### config.mk
export PLATFORM = sky130hd
export DESIGN_NAME = safe_lockstep_fsm
export DESIGN_NICKNAME = d
export VERILOG_FILES = /design/src/rtl/safe_lockstep_pkg.sv /design/src/rtl/safe_lockstep_timer.sv /design/src/rtl/safe_lockstep_fsm.sv
export SDC_FILE = /design/constraint.sdc
export NUM_CORES = 1
export LEC_CHECK = 0
export CAP_MARGIN = 10
export CORE_ASPECT_RATIO = 1.4
export CORE_MARGIN = 2
export CORE_UTILIZATION = 30
export CTS_CLUSTER_DIAMETER = 60
export DETAILED_ROUTE_END_ITERATION = 10
export PLACE_DENSITY = 0.59
export SLEW_MARGIN = 20
export SYNTH_ARGS = -nofsm -noshare
export SYNTH_HDL_FRONTEND = slang
export SYNTH_SLANG_ARGS = --single-unit
### constraint.sdc
create_clock -name clk_i -period 2.7 [get_ports clk_i]
set_clock_uncertainty 0.2 [all_clocks]
set_input_delay 0.81 -clock clk_i [delete_from_list [all_inputs] [get_ports clk_i]]
set_output_delay 0.81 -clock clk_i [all_outputs]
set_load 0.02 [all_outputs]
### src/rtl/safe_lockstep_pkg.sv
// Shared types and encodings for the safe-wrapper lockstep sequencer.
package safe_lockstep_pkg;

  // Sequencer states, in the order a normal lockstep entry walks through them
  typedef enum logic [2:0] {
    IDLE,
    HALT,
    SYNC,
    RELEASE,
    RUN,
    DRAIN,
    FAULT
  } state_e;

  // Safe configuration encodings as written by software (2'b11 is reserved)
  localparam logic [1:0] SAFE_SINGLE = 2'b00;
  localparam logic [1:0] SAFE_TMR    = 2'b01;
  localparam logic [1:0] SAFE_DMR    = 2'b10;

  // Voter/comparator enable encodings
  localparam logic [1:0] LS_OFF = 2'b00;
  localparam logic [1:0] LS_TMR = 2'b01;
  localparam logic [1:0] LS_DMR = 2'b10;

  // Number of set bits in a three-hart mask
  function automatic logic [1:0] popcount3(input logic [2:0] v);
    return {1'b0, v[0]} + {1'b0, v[1]} + {1'b0, v[2]};
  endfunction

endpackage

### src/rtl/safe_lockstep_timer.sv
// Wait-state watchdog: clearable up-counter that flags expiry after
// TIMEOUT_CYCLES-1 counted cycles and then holds.
module safe_lockstep_timer #(
  parameter int TIMEOUT_CYCLES = 1024
) (
  input  logic clk_i,
  input  logic rst_ni,
  input  logic i_clear,
  input  logic i_run,
  output logic o_expired
);

  localparam int CW = (TIMEOUT_CYCLES > 2) ? $clog2(TIMEOUT_CYCLES) : 1;
  localparam logic [CW-1:0] LAST = CW'(TIMEOUT_CYCLES - 1);

  logic [CW-1:0] r_count;

  assign o_expired = (r_count == LAST);

  // Count while running; a clear (state entry) always restarts from zero
  always_ff @(posedge clk_i or negedge rst_ni) begin
    if (!rst_ni) begin
      r_count <= '0;
    end else if (i_clear) begin
      r_count <= '0;
    end else if (i_run && !o_expired) begin
      r_count <= r_count + 1'b1;
    end
  end

endmodule

### src/rtl/safe_lockstep_fsm.sv
// Lockstep sequencing FSM of the safe wrapper: halts the participating harts,
// lets the master save context, releases them into lockstep and drains back
// out, with a watchdog on every wait state and DMR recovery on mismatch.
module safe_lockstep_fsm
  import safe_lockstep_pkg::*;
#(
  parameter int NHARTS         = 3,
  parameter int TIMEOUT_CYCLES = 1024,
  parameter int ERRCNT_W       = 8
) (
  input  logic                clk_i,
  input  logic                rst_ni,
  input  logic [2:0]          master_core_i,
  input  logic [2:0]          safe_mode_i,
  input  logic [1:0]          safe_configuration_i,
  input  logic                critical_section_i,
  input  logic                initial_sync_master_i,
  input  logic                start_i,
  input  logic                end_sw_routine_i,
  input  logic [NHARTS-1:0]   debug_mode_i,
  input  logic [NHARTS-1:0]   sleep_i,
  input  logic                dmr_error_i,
  input  logic                tmr_error_i,
  output logic [NHARTS-1:0]   debug_req_o,
  output logic [1:0]          lockstep_en_o,
  output logic                start_boot_o,
  output logic                en_ext_debug_o,
  output logic                dmr_rec_o,
  output logic                fault_o,
  output logic [ERRCNT_W-1:0] err_count_o
);

  state_e              r_state, w_next;
  logic [NHARTS-1:0]   r_mask, w_newMask;
  logic [1:0]          r_cfg, w_lsMode;
  logic                r_startQ, r_endQ, r_dmrQ, r_errQ;
  logic                r_fault, r_dmrRec;
  logic [ERRCNT_W-1:0] r_errCount;
  logic                w_startRise, w_endRise, w_dmrRise, w_errRise;
  logic                w_maskOk, w_timerRun, w_timerClear, w_expired;

  assign w_startRise = start_i & ~r_startQ;
  assign w_endRise   = end_sw_routine_i & ~r_endQ;
  assign w_dmrRise   = dmr_error_i & ~r_dmrQ;
  assign w_errRise   = (dmr_error_i | tmr_error_i) & ~r_errQ;

  // Participating-hart mask for the requested configuration and its validity
  always_comb begin
    w_newMask = master_core_i;
    w_maskOk  = (popcount3(master_core_i) == 2'd1);
    case (safe_configuration_i)
      SAFE_TMR: begin
        w_newMask = '1;
        w_maskOk  = 1'b1;
      end
      SAFE_DMR: begin
        w_newMask = safe_mode_i;
        w_maskOk  = (popcount3(safe_mode_i) == 2'd2);
      end
      default: ;
    endcase
  end

  // Next state: exit conditions are checked before the watchdog so a late exit still wins
  always_comb begin
    w_next = r_state;
    case (r_state)
      IDLE:    if (w_startRise) w_next = w_maskOk ? HALT : FAULT;
      HALT:    if ((debug_mode_i & r_mask) == r_mask) w_next = SYNC;
               else if (w_expired) w_next = FAULT;
      SYNC:    if (initial_sync_master_i) w_next = RELEASE;
               else if (w_expired) w_next = FAULT;
      RELEASE: if ((debug_mode_i & r_mask) == '0) w_next = RUN;
               else if (w_expired) w_next = FAULT;
      RUN:     if (w_dmrRise && (r_cfg == SAFE_DMR)) w_next = HALT;
               else if (w_endRise) w_next = DRAIN;
      DRAIN:   if ((sleep_i & r_mask) == r_mask) w_next = IDLE;
               else if (w_expired) w_next = FAULT;
      FAULT:   if (!start_i) w_next = IDLE;
      default: w_next = FAULT;
    endcase
  end

  assign w_timerClear = (w_next != r_state);
  assign w_timerRun   = (r_state == HALT) || (r_state == SYNC) ||
                        (r_state == RELEASE) || (r_state == DRAIN);

  safe_lockstep_timer #(
    .TIMEOUT_CYCLES(TIMEOUT_CYCLES)
  ) u_timer (
    .clk_i    (clk_i),
    .rst_ni   (rst_ni),
    .i_clear  (w_timerClear),
    .i_run    (w_timerRun),
    .o_expired(w_expired)
  );

  // State register
  always_ff @(posedge clk_i or negedge rst_ni) begin
    if (!rst_ni) r_state <= IDLE;
    else         r_state <= w_next;
  end

  // Previous-cycle copies of the level inputs for rising-edge detection
  always_ff @(posedge clk_i or negedge rst_ni) begin
    if (!rst_ni) begin
      r_startQ <= 1'b0;
      r_endQ   <= 1'b0;
      r_dmrQ   <= 1'b0;
      r_errQ   <= 1'b0;
    end else begin
      r_startQ <= start_i;
      r_endQ   <= end_sw_routine_i;
      r_dmrQ   <= dmr_error_i;
      r_errQ   <= dmr_error_i | tmr_error_i;
    end
  end

  // Capture mask and configuration once, when a start leaves IDLE
  always_ff @(posedge clk_i or negedge rst_ni) begin
    if (!rst_ni) begin
      r_mask <= '0;
      r_cfg  <= SAFE_SINGLE;
    end else if ((r_state == IDLE) && w_startRise) begin
      r_mask <= w_newMask;
      r_cfg  <= safe_configuration_i;
    end
  end

  // Sticky fault flag and DMR-recovery flag (set on RUN->HALT, cleared on entering RUN)
  always_ff @(posedge clk_i or negedge rst_ni) begin
    if (!rst_ni) begin
      r_fault  <= 1'b0;
      r_dmrRec <= 1'b0;
    end else begin
      if (w_next == FAULT) r_fault <= 1'b1;
      if ((r_state == RUN) && (w_next == HALT)) r_dmrRec <= 1'b1;
      else if ((r_state != RUN) && (w_next == RUN)) r_dmrRec <= 1'b0;
    end
  end

  // Saturating count of error events; coincident DMR/TMR edges count once
  always_ff @(posedge clk_i or negedge rst_ni) begin
    if (!rst_ni) begin
      r_errCount <= '0;
    end else if (w_errRise && (r_errCount != '1)) begin
      r_errCount <= r_errCount + 1'b1;
    end
  end

  assign w_lsMode = (r_cfg == SAFE_TMR) ? LS_TMR :
                    (r_cfg == SAFE_DMR) ? LS_DMR : LS_OFF;

  // Moore output decode from the registered state
  always_comb begin
    debug_req_o   = '0;
    lockstep_en_o = LS_OFF;
    start_boot_o  = 1'b0;
    case (r_state)
      HALT: debug_req_o = r_mask;
      SYNC: begin
        debug_req_o  = r_mask;
        start_boot_o = 1'b1;
      end
      RUN, DRAIN: lockstep_en_o = w_lsMode;
      default: ;
    endcase
  end

  assign en_ext_debug_o = (r_state == IDLE) && !critical_section_i;
  assign dmr_rec_o      = r_dmrRec;
  assign fault_o        = r_fault;
  assign err_count_o    = r_errCount;

endmodule

; ---- After elaboration in Yosys (flattened, before gate mapping)
; Cells that the tools add are included.
[totals]
elab_cells = 89
out_inout_bits = 17
regBits = 32
input_bits = 22
[op_classes]
reduce_logical = 18
bitwise_logic = 11
eq_ne = 21
muxes = 22
addsub = 6
[ops]
columns = cell, count
row1 = $mux W3, 11
row2 = $pmux W3 S7, 1
row3 = $mux W10, 2
row4 = $eq A3 B3 Y1 const B, 5
row5 = $add A10 B1 Y10 const B, 1
row6 = $eq A10 B10 Y1 const B, 1
row7 = $add A8 B1 Y8 const B, 1
row8 = $ne A8 B8 Y1 const B, 1
row9 = $logic_and A1 B1 Y1, 7
row10 = $and A3 B3 Y3, 2
row11 = $eq A2 B1 Y1 const B, 3
row12 = $eq A2 B2 Y1 const B, 3
row13 = $eq A3 B1 Y1 const B, 2
row14 = $eq A3 B2 Y1 const B, 2
row15 = $eq A3 B3 Y1, 2
row16 = $logic_not A3 Y1, 2
row17 = $mux W2, 3
row18 = $pmux W3 S2, 1
row19 = $add A1 B1 Y2, 2
row20 = $add A2 B1 Y2, 2
row21 = $and A1 B1 Y1, 4
row22 = $not A1 Y1, 4
row23 = $reduce_bool A2 Y1, 2
row24 = $reduce_or A2 Y1, 2
row25 = other kinds (7), 12

; ---- Depth between registers and ports, before layout
[logic_depth]
word_depth = 11
depth_mapped = 9
ltp_nobuf = 8

; ---- By module
; Synthesis repeated with hierarchy kept, for this count alone.
[unflattened]
hier_cells = 200
area_unflattened_um2 = 1918.1
[modules_own_cells]
columns = module, instances, area_each_um2, seq_area_each_um2, cells_per_inst
row1 = safe_lockstep_fsm, 1, 1352.5, 550.5, 144
row2 = safe_lockstep_timer, 1, 565.5, 250.2, 56

; ---- Worst setup path before layout
; OpenSTA, ideal clock, no wires.
[synth_timing]
path_type = input-to-reg
start = input safe_mode_i[0]
end = register r_fault (netlist: fault_o)
n_path_buf = 0
setup_slack_ns = -0.230
setup_ns = 0.118
t_arrival_ns = 2.612
t_required_ns = 2.382
path_stages = 7
path_cell_list = inv_1 -> fa_1 -> nand3b_1 -> a22o_1 -> a32o_1 -> or4_4 -> a21o_1
[synth_between]
elab_chain_len = 8
[synth_lines]
columns = element, line
row1 = "start, declared", safe_lockstep_fsm.sv:14  ; input logic [2:0] safe_mode_i,
row2 = $add A1 B1 Y2, safe_lockstep_pkg.sv:27  ; return {1'b0, v[0]} + {1'b0, v[1]} + {1'b0, v[2]};
row3 = $add A2 B1 Y2, safe_lockstep_pkg.sv:27
row4 = $eq A2 B2 Y1, safe_lockstep_fsm.sv:58  ; w_maskOk = (popcount3(safe_mode_i) == 2'd2);
row5 = $pmux W1 S2, safe_lockstep_fsm.sv:51  ; case (safe_configuration_i)
row6 = $mux W3 (2 in a row), safe_lockstep_fsm.sv:68  ; IDLE: if (w_startRise) w_next = w_maskOk ? HALT : FAULT;
row7 = $pmux W3 S7, safe_lockstep_fsm.sv:67  ; case (r_state)
row8 = net w_next[2], safe_lockstep_fsm.sv:33  ; state_e r_state, w_next;
row9 = $eq A3 B3 Y1, safe_lockstep_fsm.sv:136  ; if (w_next == FAULT) r_fault <= 1'b1;
row10 = "end signal, assigned", safe_lockstep_fsm.sv:133  ; r_fault <= 1'b0;
row11 = "end signal, assigned", safe_lockstep_fsm.sv:136
row12 = "end, declared", safe_lockstep_fsm.sv:37  ; logic r_fault, r_dmrRec;
; The timed path passes the listed nets, and every way through them passes these cells.
; A chain may end at the register's enable or synchronous reset.

; ---- Worst setup path after layout
[layout_timing]
start = input safe_mode_i[2]
end = register r_fault (netlist: fault_o)
[layout_between]
elab_chain_len = 7
[layout_lines]
columns = element, line
row1 = $add A2 B1 Y2, safe_lockstep_pkg.sv:27
row2 = $eq A2 B2 Y1, safe_lockstep_fsm.sv:58
row3 = $pmux W1 S2, safe_lockstep_fsm.sv:51
row4 = $mux W3 (2 in a row), safe_lockstep_fsm.sv:68
row5 = $pmux W3 S7, safe_lockstep_fsm.sv:67
row6 = net w_next[2], safe_lockstep_fsm.sv:33
row7 = $eq A3 B3 Y1, safe_lockstep_fsm.sv:136
; The timed path passes the listed nets, and every way through them passes these cells.

==> flow_summary.toml <==
[synth]
yosysMostFrequentCell = "dfrtp_1"
synth_cells = 200
ys.flop_type = "dfrtp_1"
synth_mux_area_share_pct = 0.584
synth_compound_area_share_pct = 16.2
async_flop_share_pct = 100
ys_seq_area_share_pct = 41.6
ys_top_cells_by_count = "dfrtp_1, nor2_1, nand2_1, nand2b_1"
yosys_warnings = 0
synthXorXnorAreaFrac_pct = 7.27
synth_area_um2 = 1930
yosysUniqueCellTypes = 51
synthAdderAreaFrac_pct = 4.68
synthSimpleGateAreaFrac_pct = 25.2
yosysTopAreaCell = "dfrtp_1"
synth-edff-count = 0
synth.net_count = 228
ys_seq_elements = 32
synth.avg_cell_area_um2 = 9.63
synthDominantCellAreaShare_pct = 41.6
synth_top_family_by_area = "simple AND/OR/NAND/NOR gates"
yosys-top-cells-area = "dfrtp_1, xor2_1, nor2_1, nand2b_1, nand2_1"

[routing]
first_iter_violations = 102
drc_errors = 0
first_pass_iters = 4
wire_per_inst_um = 14.1
antenna_left = 0
via_count = 1702
routed_wl_um = 4770
via_per_inst = 5.04

[finish]
syn2layout_area_growth_pct = 40.1
multi_input_area_um2 = 1110
stdcell_count = 338
diodes = 0
drive_above_1_share_pct = 25.2
seqCellArea_um2 = 802
fill_cells = 607
final_nets = 293

[timing]
fin_crit_sh_pct = 104
fin_ws_ns = -0.103
finalHoldViolations = 0
slew_violations = 0
tightest_slew_ns = 0.536
max_slew_margin_pct = 64.1
setup_viol = 6
layout_min_cycle_time_ns = 2.80
max_freq_ghz = 0.357
rsz0062_at_grt = "true"

[grt]
grt_overflow = 0
antenna_found_initial = 0
grt_max_degree = 33
grt_first_pass_wirelength_um = 8180
track_usage_pct = 14.3
grt_pass1_vias = 1737

[critical_path]
rr_worst_depth = 7
r2r_slack_ns = 0.29
crit_path_max_fanout = 3
crit_chain = "buf_8, inv_8, fa_1, nand3b_1, a22o_4, a32o_2, or4_4, a21o_1"
worst_path_max_delay_cell = "fa_1"
worst_setup_path_start_kind = "input pin"
rr_startpoint = "r_state[2]$_DFF_PN0_"
critical-path-max-stage-delay_ns = 0.53
worstPathArrival_ns = 2.78
critPathKind = "input pin to register"
cp_data_required_time_ns = 2.68
r2r_end = "u_timer.r_count[7]$_DFFE_PN0P_"
endpoint_kind = "register"

[clock_tree]
clock_sinks = 32
cts.clk_slew.worst_paths_ns = 0.07
cts_buffers = 5
postCtsSetupBuffers = 0
cts_root_buf = "clkbuf_8"
cts_tree = "yes"
clockBufferDepth = 2
clk_latency_ns = 0.29
htreeDepth = 2
postCtsHoldBufs = 0

[die]
start_util_pct = 31.0
num_rows = 34
coreArea_um2 = 6210
dieHeight_um = 98.8
io_pins = 39
die-width_um = 71.7
die-area_um2 = 7090

[hold_path]
min_from = "fault_o$_DFFE_PN0N_"
holdPathStages = 1
holdCritPathClass = "register to register"
whs_endpoint = "fault_o$_DFFE_PN0N_"

[pwr]
leakagePower_nw = 1.17
p_per_area_nw_per_um2 = 899
fin_total_pwr_w = 0.00243
irDropWorstVdd_mv = 0.447

[outcome]
failed_checks = "setup timing"
status = "complete, but fails checks"

[placed_design]
hpwlAfterDp_um = 3390
dpl.cell_count = 329
routabilityCongestion = 0.814
portBuffers = 38

[run]
drv_cap = 0
stage by stage:
stage / setup WS (ns) / utilization (%) / setup TNS [ns] / instance area [um2] / hold slack (ns)
after global placement: -0.847 / 40.9 / -11.08 / 2540 / 0.265
after floorplan: -0.169 / - / -0.924 / 1930 / 0.278
final: -0.103 / 43.5 / -0.459 / 2700 / 0.280
after CTS: -0.101 / 43.0 / -0.663 / 2670 / 0.294
after global routing: -0.122 / 43.5 / -0.752 / 2700 / 0.310
after detailed placement: -0.928 / 40.9 / -11.85 / 2540 / 0.277
what timing repair did:
item | 4_1_cts | 5_1_grt
endpoints found under the setup margin | 20 | 16
cloned | 1 | 0
gates resized for setup | 47 | 13
pin swaps | 18 | 13
worst max-delay path, delay by kind of cell:
| family | cells | cell delay, ns |
|---|---|---|
| AND/OR/NAND/NOR | 2 | 0.61 |
| adder cells (fa/ha/maj) | 1 | 0.53 |
| buffers and inverters | 2 | 0.12 |
| AO/OA/AOI/OAI | 3 | 0.72 |
routing by layer:
layer | vias to the layer above | track usage [%] | routed length [um] | part of all wire [%]
li1 | 850 | - | - | -
met1 | 812 | 17.9 | 2090 | 44
met2 | 34 | 24.1 | 2390 | 50
met3 | 6 | 3.27 | 225 | 4.7
met4 | 0 | 4.79 | 63 | 1.3
met5 | - | 0 | 0 | 0
flip-flops by register name, indices dropped and copies added (netlist names):
| signal | count |
|---|---|
| r_mask | 3 |
| r_endQ | 1 |
| r_errQ | 1 |
| r_dmrQ | 1 |
| r_state | 3 |
| r_startQ | 1 |
| fault_o | 1 |
| dmr_rec_o | 1 |
| err_count_o | 8 |
| u_timer.r_count | 10 |
| r_cfg | 2 |
worst max-delay path by stage:
stage,from,endpoint,slack (ns),depth (start not counted)
floorplan,safe_mode_i[2],fault_o$_DFFE_PN0N_,-0.17,7
global placement,safe_mode_i[2],fault_o$_DFFE_PN0N_,-0.85,8
detailed placement,safe_mode_i[2],u_timer.r_count[2]$_DFFE_PN0P_,-0.93,9
CTS,safe_mode_i[2],fault_o$_DFFE_PN0N_,-0.10,8
global route,safe_mode_i[2],u_timer.r_count[5]$_DFFE_PN0P_,-0.12,9
finish,safe_mode_i[2],fault_o$_DFFE_PN0N_,-0.10,8
cells by family after synthesis:
family	after synthesis
AO/OA/AOI/OAI	44
XOR/XNOR	16
multiplexers	1
AND/OR/NAND/NOR	86
buffers and inverters	15
flip-flops	32
adder cells (fa/ha/maj)	6
power by group:
part | switching (W) | internal (W) | total, W
clock | 0.000189 | 0.000273 | 0.000462
sequential | 0.000137 | 0.000589 | 0.000727
combinational | 0.000651 | 0.000587 | 0.00124
layout make-up:
| type | count | share of cell area [%] |
|---|---|---|
| multi-input cells | 154 | 41.2 |
| repair buffers | 64 | 20.3 |
| flip-flops and latches | 32 | 29.7 |
| inverters | 8 | 1.39 |
| clock inverters | 3 | 1.58 |
| clock buffers | 5 | 2.55 |
| well taps | 72 | 3.34 |
placed cells by master, fill, tap and decap left out, drive strengths merged, types with 4 or more instances in the layout:
master and n:
dlygate4sd2 5, clkdlybuf4s50 23, buf 33, dfrtp 32, nand2b 12, o21ai 10
xor2 10, xnor2 6, nor2 22, clkbuf 7, nor2b 4, inv 8
a21oi 11, ha 4, nand2 14, o211ai 4, and3 5, nand3 4
nand4 6
Note: power is estimated with default switching activity, not from simulation.
==> variant: new RTL, same settings <==
`TIMEOUT_CYCLES` is set to 1024 in 2 places; all go to 512.
--- a/src/rtl/safe_lockstep_timer.sv
+++ b/src/rtl/safe_lockstep_timer.sv
@@ -1,7 +1,7 @@
 // Wait-state watchdog: clearable up-counter that flags expiry after
 // TIMEOUT_CYCLES-1 counted cycles and then holds.
 module safe_lockstep_timer #(
-  parameter int TIMEOUT_CYCLES = 1024
+  parameter int TIMEOUT_CYCLES = 512
 ) (
   input  logic clk_i,
   input  logic rst_ni,
--- a/src/rtl/safe_lockstep_fsm.sv
+++ b/src/rtl/safe_lockstep_fsm.sv
@@ -5,7 +5,7 @@
   import safe_lockstep_pkg::*;
 #(
   parameter int NHARTS         = 3,
-  parameter int TIMEOUT_CYCLES = 1024,
+  parameter int TIMEOUT_CYCLES = 512,
   parameter int ERRCNT_W       = 8
 ) (
   input  logic                clk_i,
Behaviour: no difference found for any inputs over 10 cycles, from zero or initial values and one cycle with rst_ni low; that may be too few to reach the edited logic, so the function may still have changed.
==> variant against the original RTL <==
- power fell by 12%
- final cell count fell by 4.4%
- wire length fell by 8.3%
- first-iteration DRC count fell by 50%
- worst setup slack improved by 200 ps
- design area fell by 5.9%
- synthesized area fell by 7.5%
- sequential cell count fell by 1
- largest power group unchanged
==> variant: results (changes against the original RTL) <==
Drt:
- The average vias per placed instance was 4.90 (-2.7%).
- The number of design-rule violations left by the first detailed-router iteration is 51 (-50%).
- The met3 wirelength from detailed routing is 106 um (-53%).
- The wire length per cell is 13.5 um (-4.1%).
- The aggregate routed wire length is 4370 um (-8.3%).
- The wire length on met1 is 1760 um (-16%).
- The met2 layer wire length in the routed design is 2390 um (-0.29%).

Layout:
- The share of final-layout standard cells stronger than drive strength 1 is 23.7% (-1.5 points).
- The final-layout fill cell count is 588 (-3.1%).
- The number of flip-flops in the largest register is 9 (-1).
- The final net count is 282 (-3.8%).

Pwr:
- The cell leakage power is 1.16 nW (-0.93%).

Yosys:
- The post-synthesis compound-gate area fraction is 15.5% (-0.66 points).
- The xor-xnor portion of the synthesized cell area is 6.88% (-0.40 points).
- The number of distinct library cells after synthesis is 44 (-14%).
- The count of mapped cells out of synthesis came to 189 (-5.5%).
- Counting instances in the post-synthesis netlist gives the leading cell types as 31 x sky130_fd_sc_hd__dfrtp_1, 23 x sky130_fd_sc_hd__nor2_1, 14 x sky130_fd_sc_hd__nand2_1.
- The post-synthesis sequential area ratio is 43.5% (+2.0 points).
- The mux contribution to synthesized area is 1.75% (+1.2 points).
- The fraction of the mapped netlist area in adder cells is 5.75% (+1.1 points).

Setup path:
- The highest cell delay on the worst timing path is 440 ps (-90 ps).
- The highest net fanout along the worst path is 5 (+2).
- The worst setup path startpoint is r_state[1].
- The largest individual stage delay along the critical path comes from the cell sky130_fd_sc_hd__dfrtp_1.
- The arrival time at the worst endpoint was 1600 ps (-1180 ps).
- The reg-to-reg startpoint is u_timer.r_count[0].

Placed design:
- The total placed instance area is 2370 um^2 (-6.8%).
- The placer congestion estimate is 0.826 (+1.4%).
- The half-perimeter wire length after placement is 2970 um (-12%).
- The minimum setup slack after placement came to -511 ps (+417 ps).
- The number of cells in the design after placement came to 310 (-5.8%).

Global routing:
- The met2 capacity usage during global routing is 27.2% (+3.0 points).
- The number of global-route vias before repair is 1635 (-5.9%).
- The met3 demand-to-capacity share in global routing came to 2.43% (-0.84 points).
- The met1 layer usage reported by global route is 15.7% (-2.2 points).
- The first-pass GRT wire length was 7550 um (-7.8%).

Status:
- The run finished with clean final reports.

Clock tree:
- The post-cts sizing count was 34 (-28%).
## variant: cell count changes after synthesis, moves of 3 or more
cell / unedited run / this run
sky130_fd_sc_hd__inv_1: 8 / 12
sky130_fd_sc_hd__buf_6: 3 / 0
sky130_fd_sc_hd__clkbuf_1: 1 / 4
sky130_fd_sc_hd__nand2b_1: 12 / 9
sky130_fd_sc_hd__xor2_1: 10 / 7
## variant: power by group through the flow
stage	Combinational [W]	Clock [W]	Sequential, W
finish	0.00105	0.000373	0.000710
detailed placement	0.000949	0	0.000715
global route	0.00115	0.000403	0.000733
floorplan	0.000541	0	0.000727
CTS	0.00104	0.000383	0.000709
global placement	0.000941	0	0.000716
## variant: worst reg2reg max path, stage by stage, from the launching register on
cell and delay, ps:
sky130_fd_sc_hd__dfrtp_1 390, sky130_fd_sc_hd__ha_1 200, sky130_fd_sc_hd__nand3_1 80, sky130_fd_sc_hd__nor2_1 100, sky130_fd_sc_hd__ha_1 210, sky130_fd_sc_hd__nor2b_1 170, sky130_fd_sc_hd__o21ai_0 100, sky130_fd_sc_hd__a211o_1 330
sky130_fd_sc_hd__and2_4 210, sky130_fd_sc_hd__o211ai_4 260, sky130_fd_sc_hd__nor2_1 90
## variant: path summary, 6_finish.rpt
path	to	slack [ps]	depth (start not counted)
min in group asynchronous	r_mask[0]	730	2
hold reg to reg	fault_o	260	1
hold / removal	fault_o	260	1
max in group asynchronous	r_state[2]	1250	2
setup / recovery	debug_req_o[1]	90	4
setup reg to reg	u_timer.r_count[2]	240	10
## variant: final cells by class
cell class / count / share of cell area [%]
inverters: 12 / 1.77
flip-flops and latches: 31 / 30.6
well taps: 70 / 3.45
repair buffers: 62 / 20.9
multi-input cells: 141 / 39.9
clock inverters: 1 / 0.197
clock buffers: 6 / 3.25
